## src/rtl/sb_bus_pkg.sv

```systemverilog
// Shared definitions for the SB_SPI system-bus arbiter: FSM encoding,
// SB_SPI register map and SPISR status bit positions.
package sb_bus_pkg;

  typedef enum logic [1:0] {
    ST_IDLE    = 2'd0,
    ST_GRANT   = 2'd1,
    ST_RELEASE = 2'd2
  } arb_state_t;

  // SB_SPI register addresses
  localparam logic [7:0] SPICR0  = 8'h08;
  localparam logic [7:0] SPICR1  = 8'h09;
  localparam logic [7:0] SPICR2  = 8'h0A;
  localparam logic [7:0] SPIBR   = 8'h0B;
  localparam logic [7:0] SPISR   = 8'h0C;
  localparam logic [7:0] SPITXDR = 8'h0D;
  localparam logic [7:0] SPIRXDR = 8'h0E;
  localparam logic [7:0] SPICSR  = 8'h0F;

  localparam int SPISR_RRDY = 3;
  localparam int SPISR_TRDY = 4;

  // Round-robin pick between two requesters: a lone request always wins,
  // a tie goes to whoever was not granted last. Returns the winner id.
  function automatic logic rr_pick(input logic r0, input logic r1, input logic last);
    return (r0 && r1) ? ~last : r1;
  endfunction

endpackage

```

## src/rtl/sb_arb_timer.sv

```systemverilog
// GRANT-phase watchdog: counts consecutive cycles with run=1 and flags the
// cycle in which the TIMEOUT_CYCLES-th such cycle occurs.
module sb_arb_timer #(
  parameter int TIMEOUT_CYCLES = 64
) (
  input  logic CLK,
  input  logic RSTN,
  input  logic run,
  output logic expired
);

  localparam int CNT_W = (TIMEOUT_CYCLES > 1) ? $clog2(TIMEOUT_CYCLES) : 1;

  logic [CNT_W-1:0] cnt;

  // NOTE: sequential state uses non-blocking assignments so every flop
  // samples the pre-edge values regardless of statement order.
  always_ff @(posedge CLK or negedge RSTN) begin
    if (!RSTN) cnt <= '0;
    else       cnt <= run ? cnt + 1'b1 : '0;
  end

  assign expired = run && (cnt == CNT_W'(TIMEOUT_CYCLES - 1));

endmodule

```

## src/rtl/sb_bus_arbiter.sv

```systemverilog
// Two-requester round-robin arbiter in front of the SB_SPI system bus.
// Optional GRANT watchdog enabled by defining SBARB_TIMEOUT_EN.
module sb_bus_arbiter
  import sb_bus_pkg::*;
#(
  parameter int ADDR_W         = 8,
  parameter int DATA_W         = 8,
  parameter int TIMEOUT_CYCLES = 64
) (
  input  logic              CLK,
  input  logic              RSTN,
  input  logic              req0_stb,
  input  logic              req0_rw,
  input  logic [ADDR_W-1:0] req0_adr,
  input  logic [DATA_W-1:0] req0_dati,
  output logic              req0_ack,
  output logic [DATA_W-1:0] req0_dato,
  output logic              req0_err,
  input  logic              req1_stb,
  input  logic              req1_rw,
  input  logic [ADDR_W-1:0] req1_adr,
  input  logic [DATA_W-1:0] req1_dati,
  output logic              req1_ack,
  output logic [DATA_W-1:0] req1_dato,
  output logic              req1_err,
  output logic              sb_stb,
  output logic              sb_rw,
  output logic [ADDR_W-1:0] sb_adr,
  output logic [DATA_W-1:0] sb_dati,
  input  logic [DATA_W-1:0] sb_dato,
  input  logic              sb_ack,
  output logic              busy,
  output logic              grant_id
);

  arb_state_t state, state_nxt;
  logic       last_grant;
  logic       any_req;
  logic       winner;
  logic       timeout;
  logic       done;
  logic       abort;

  assign any_req = req0_stb | req1_stb;
  assign winner  = rr_pick(req0_stb, req1_stb, last_grant);
  assign done    = sb_ack | timeout;
  // A real ack in the same cycle as the watchdog firing takes precedence.
  assign abort   = timeout & ~sb_ack;

`ifdef SBARB_TIMEOUT_EN
  sb_arb_timer #(
    .TIMEOUT_CYCLES (TIMEOUT_CYCLES)
  ) u_timer (
    .CLK     (CLK),
    .RSTN    (RSTN),
    .run     (state == ST_GRANT),
    .expired (timeout)
  );
`else
  assign timeout = 1'b0;
`endif

  always_ff @(posedge CLK or negedge RSTN) begin
    if (!RSTN) state <= ST_IDLE;
    else       state <= state_nxt;
  end

  // NOTE: next-state is assigned a default first, so no path leaves it
  // unassigned and no latch is inferred.
  always_comb begin
    state_nxt = state;
    case (state)
      ST_IDLE:    if (any_req) state_nxt = ST_GRANT;
      ST_GRANT:   if (done)    state_nxt = ST_RELEASE;
      ST_RELEASE:              state_nxt = ST_IDLE;
      default:                 state_nxt = ST_IDLE;
    endcase
  end

  // All outputs are flops; acks and error flags default to a single-cycle pulse.
  always_ff @(posedge CLK or negedge RSTN) begin
    if (!RSTN) begin
      sb_stb     <= 1'b0;
      sb_rw      <= 1'b0;
      sb_adr     <= '0;
      sb_dati    <= '0;
      req0_ack   <= 1'b0;
      req1_ack   <= 1'b0;
      req0_err   <= 1'b0;
      req1_err   <= 1'b0;
      req0_dato  <= '0;
      req1_dato  <= '0;
      busy       <= 1'b0;
      grant_id   <= 1'b0;
      last_grant <= 1'b1;
    end else begin
      req0_ack <= 1'b0;
      req1_ack <= 1'b0;
      req0_err <= 1'b0;
      req1_err <= 1'b0;
      busy     <= (state_nxt != ST_IDLE);
      case (state)
        ST_IDLE: begin
          if (any_req) begin
            sb_stb     <= 1'b1;
            sb_rw      <= winner ? req1_rw   : req0_rw;
            sb_adr     <= winner ? req1_adr  : req0_adr;
            sb_dati    <= winner ? req1_dati : req0_dati;
            grant_id   <= winner;
            last_grant <= winner;
          end
        end
        ST_GRANT: begin
          if (done) begin
            sb_stb <= 1'b0;
            if (grant_id) begin
              req1_ack <= 1'b1;
              req1_err <= abort;
              if (abort)       req1_dato <= '1;
              else if (!sb_rw) req1_dato <= sb_dato;
            end else begin
              req0_ack <= 1'b1;
              req0_err <= abort;
              if (abort)       req0_dato <= '1;
              else if (!sb_rw) req0_dato <= sb_dato;
            end
          end
        end
        default: ;
      endcase
    end
  end

endmodule
```

## config.mk

```make
export PLATFORM = sky130hd
export DESIGN_NAME = sb_bus_arbiter
export DESIGN_NICKNAME = d
export VERILOG_FILES = /design/src/rtl/sb_bus_pkg.sv /design/src/rtl/sb_arb_timer.sv /design/src/rtl/sb_bus_arbiter.sv
export SDC_FILE = /design/constraint.sdc
export NUM_CORES = 1
export LEC_CHECK = 0
export CORE_AREA = 8 8 74 76
export DETAILED_ROUTE_END_ITERATION = 10
export DIE_AREA = 0 0 82 84
export PLACE_DENSITY = 0.83
export REMOVE_ABC_BUFFERS = 1
export SYNTH_ARGS = -nofsm -noshare
export SYNTH_HDL_FRONTEND = slang
export SYNTH_SLANG_ARGS = --single-unit
export TNS_END_PERCENT = 20
```

## constraint.sdc

```tcl
create_clock -name CLK -period 3.1 [get_ports CLK]
set_clock_uncertainty 0.2 [all_clocks]
set_input_delay 0.62 -clock CLK [delete_from_list [all_inputs] [get_ports CLK]]
set_output_delay 0.62 -clock CLK [all_outputs]
set_load 0.05 [all_outputs]
```

Word level (Yosys, flattened, before mapping):

Index checks and enable logic that the tools add are counted.

* flip-flop bits (word level): 41
* input bits: 47
* output and inout bits: 40

* eq/ne operators: 3
* multiplexer cells: 16
* bitwise logic cells: 4
* reduce and logical (&&, ||, !) cells: 8

Operators by type and width (count)
* $mux 8: 2
* $mux 1: 10
* $reduce_and 4->1: 2
* $mux 2: 2
* $ne 2x2->1 const B: 2
* $pmux 2 s2: 1
* $reduce_bool 2->1: 2
* $not 1->1: 3
* $reduce_and 3->1: 1
* $eq 2x1->1 const B: 1
* $logic_not 2->1: 1
* $pmux 1 s2: 1
* $reduce_and 2->1: 1
* $logic_and 1x1->1: 1
* $or 1x1->1: 1

Logic depth before layout (Yosys ltp):

* depth after elaboration: 4
* gate-level depth with buffers: 5
* gate-level depth less buffers: 3

Worst setup path after synthesis:

Ideal clock, no wire load.

* path kind: input to register
* from: input req1_stb
* to: register sb_adr[4]
* arrival time: 1.610 ns
* data required time: 2.775 ns
* slack: 1.165 ns
* stages on the path: 5
* path through: a21bo_1 buf_6 buf_12 mux2_4 mux2_4

* longest elaborated chain between the ends: 3
* elaborated cells on any way between the ends: 5
* those cells by class: mux (2); bitwise (1); reduce/logical (2)

Ends and longest elaborated chain
* from (decl): RTL line sb_bus_arbiter.sv:19 `input logic req1_stb,`
* $logic_and 1x1->1: RTL line sb_bus_pkg.sv:27 `return (r0 && r1) ? ~last : r1;`
* $mux 1: RTL line sb_bus_pkg.sv:27
* $mux 8: RTL line sb_bus_arbiter.sv:107 `sb_adr <= winner ? req1_adr : req0_adr;`
* to (signal assigned): RTL line sb_bus_arbiter.sv:107
* to (decl): RTL line sb_bus_arbiter.sv:28 `output logic [ADDR_W-1:0] sb_adr,`

Parallel ways exist; a longest one is shown, timed or not.
A chain may end at the register's enable or synchronous reset.

Worst setup path after layout:

* from: register sb_rw
* to: output sb_rw

RTL lines
* from (decl): RTL line sb_bus_arbiter.sv:27 `output logic sb_rw,`
* from (signal assigned): RTL line sb_bus_arbiter.sv:106 `sb_rw <= winner ? req1_rw : req0_rw;`

No word-level cell between the ends.

==> run_results.csv <==
group,metric,value,unit
pwr,p_int,1.85,mW
cells_and_area,layout_common_cells,"83 x clkdlybuf4s50_1, 40 x dfrtp_1, 33 x mux2_2",
cts,cts.clk_slew.worst_paths,0.08,ns
worst_setup_path,end_kind,"output port",
placed_design,placed_cell_area,2700,sq um
floorplan,core,4260,sq um
worst_setup_path,crit_family,"buffers and inverters",
cts,hold_buffers,0,
pwr,seqPwrFrac,0.283,
worst_setup_path,worstPathArrival,1.55,ns
route,vias,1242,
cells_and_area,regArea,1030,sq um
run_status,status,"complete, no violations",
cts,cts_resized,0,
hold_path,hp-class,"primary input to asynchronous set/reset pin",
pwr,p_comb_frac,0.568,
cts,cts_buffers,5,
worst_setup_path,path_cells,"clkdlybuf4s50_1",
yosys,synth.distinct_cells,21,
floorplan,die_y,84,microns
cells_and_area,layout_commonest_cell,"clkdlybuf4s50_1",
global_route,antenna_found_initial,0,
cts,cts_tree,"built",
placed_design,dp.cells,249,
worst_setup_path,critPathMaxFanout,4,
floorplan,die_area,6890,sq um
floorplan,rows,24,
route,avgRoutedWirePerCell,17.0,microns
global_route,grt_pass1_wl,7090,microns
sta,rsz0062_at_grt,"no",
route,firstDrtPassIters,4,
run,drv_cap,0,
worst_setup_path,crit_path_top_delay_cell,"clkdlybuf4s50_1",
cells_and_area,multi_input_area,744,sq um
worst_setup_path,reg2regPathDepth,4,
worst_setup_path,start_kind,"flip-flop",
cells_and_area,fill_cells,303,
cts,post_cts_buffers,0,
yosys,ys_ff_latch,41,
sta,worstMarginPinSlew,0.888,ns
yosys,synth_area_leaders,"dfrtp_1 55%, mux2_2 20%, mux2_4 13%",
global_route,overflow,0,
yosys,syn_area,1840,sq um
cts,insertion_delay,0.29,ns
route,finalWirelength,4370,microns
pwr,switchingPower,1.48,mW
yosys,yosysTopAreaCell,"dfrtp_1",
sta,setup_viol,0,
placed_design,io_buffers,84,
route,ant_nets,0,
floorplan,start_util,0.430,
worst_setup_path,cp_num_buf_inv,1,
sta,min_period,2.37,ns
sta,fmax,0.422,GHz
global_route,grt_pass1_vias,1459,
global_route,grt_max_degree,42,
cts,clock_sinks,41,
worst_setup_path,r2r-end,"sb_dati[5]",
worst_setup_path,critical_path_class,"flip-flop to output port",
floorplan,io_pins,87,
route,first_iter_violations,20,
pwr,ir_drop,0.554,mV
route,drt-vias-per-instance,4.83,
pwr,switching_share,0.444,
cells_and_area,final_util,0.664,
sta,whs,0.251,ns
sta,drv_slew,0,
global_route,grt_usage,0.133,
route,drc_errors,0,
pwr,power_density,1170,nW/um^2
sta,finalCritPeriodShare,0.764,
cells_and_area,diodes,0,
pwr,power_frac_clock,0.150,
cts,clock_path_buffers,2,
worst_setup_path,cpPeakStageDelay,0.84,ns
cells_and_area,drive_gt1_frac,0.312,
worst_setup_path,r2r_setup_slack,1.23,ns
worst_setup_path,cp.required,2.28,ns
yosys,syn_inst,117,
cells_and_area,area.growth.synth_to_final,54.3,%
cts,htree_num_levels,2,
placed_design,place_hpwl,3440,microns
yosys,synth_top_area_frac,0.545,
yosys,yosys_warnings,0,
cells_and_area,stdcell_count,257,
cells_and_area,fin_area,2830,sq um
sta,finalHoldViolations,0,
pwr,power.leakage,1.24,nW
sta,relSlewSlack,0.408,
cells_and_area,num-nets-final,251,
yosys,ys_seq_area_frac,0.560,
placed_design,place_congestion,0.734,
worst_setup_path,reg2reg_from,"last_grant",
floorplan,die_w,82,microns
cts,cts_root_buf,"clkbuf_8",
sta,tns,0,ns
yosys,syn_area_per_cell,15.7,sq um
[worst max-delay path by stage]
stage	startpoint	to	slack, ns	cells past startpoint
2_1_floorplan	req0_stb	sb_adr[0]	-0.06	3
3_3_place_gp	req1_stb	sb_adr[0]	0.65	5
3_5_place_dp	sb_ack	req0_dato[6]	0.57	4
4_1_cts	sb_rw	sb_rw	0.71	1
5_1_grt	sb_rw	sb_rw	0.69	1
6_report	sb_rw	sb_rw	0.73	1
[synth_stat cells]
cell      count
dfrtp_1      40
or3_1         1
nor2_1        4
dfstp_2       1
nor3_2        1
mux2_2       33
nand3b_4      1
buf_12        1
mux2i_1       2
a21bo_1       1
buf_4         2
a21o_1        1
mux2_1        1
nand2_1       1
and2_1        1
nor3_1        2
inv_1         3
buf_2         3
conb_1        1
buf_6         1
mux2_4       16
[power groups by stage]
stage | logic, mW | registers [mW] | clock network, mW
2_1_floorplan | 0.403 | 1.78 | 0
3_3_place_gp | 1.88 | 0.935 | 0
3_5_place_dp | 1.91 | 0.949 | 0
4_1_cts | 1.91 | 0.942 | 0.515
5_1_grt | 1.97 | 0.973 | 0.538
6_report | 1.89 | 0.940 | 0.499
[layout make-up]
cell class              instances  area share
multi-input cells              67       0.263
repair buffers                 86       0.300
inverters                       3     0.00398
clock buffers                   5      0.0243
clock inverters                 3      0.0230
well taps                      52      0.0230
flip-flops and latches         41       0.363
[cells by family after synthesis]
group / count (synthesis) / synth area share
flip-flops: 41 / 0.560
multiplexers: 52 / 0.350
other: 1 / 0.00204
AO/OA/AOI/OAI: 2 / 0.00955
buffers and inverters: 10 / 0.0395
AND/OR/NAND/NOR: 11 / 0.0389
[flip-flops by register name, indices dropped and copies added (netlist names)]
| name | cells |
|---|---|
| sb_adr | 8 |
| state | 2 |
| req1_ack | 1 |
| last_grant | 1 |
| sb_stb | 1 |
| grant_id | 1 |
| busy | 1 |
| req1_dato | 8 |
| sb_rw | 1 |
| req0_ack | 1 |
| req0_dato | 8 |
| sb_dati | 8 |
[routing by layer]
| metal | routed length, microns | vias up | GRT usage |
|---|---|---|---|
| met5 | 0 | - | 0 |
| met4 | 50 | 0 | 0.0527 |
| met3 | 659 | 4 | 0.0862 |
| met2 | 1850 | 78 | 0.189 |
| met1 | 1810 | 585 | 0.152 |
| li1 | - | 575 | - |
[metrics by stage]
| step | total power [mW] | setup slack, ns |
|---|---|---|
| finish | 3.33 | 0.731 |
| global route | 3.48 | 0.688 |
| CTS | 3.37 | 0.709 |
| detailed placement | 2.85 | 0.573 |
| global placement | 2.82 | 0.646 |
| floorplan | 2.18 | -0.0631 |
(Power assumes the default switching activity.)
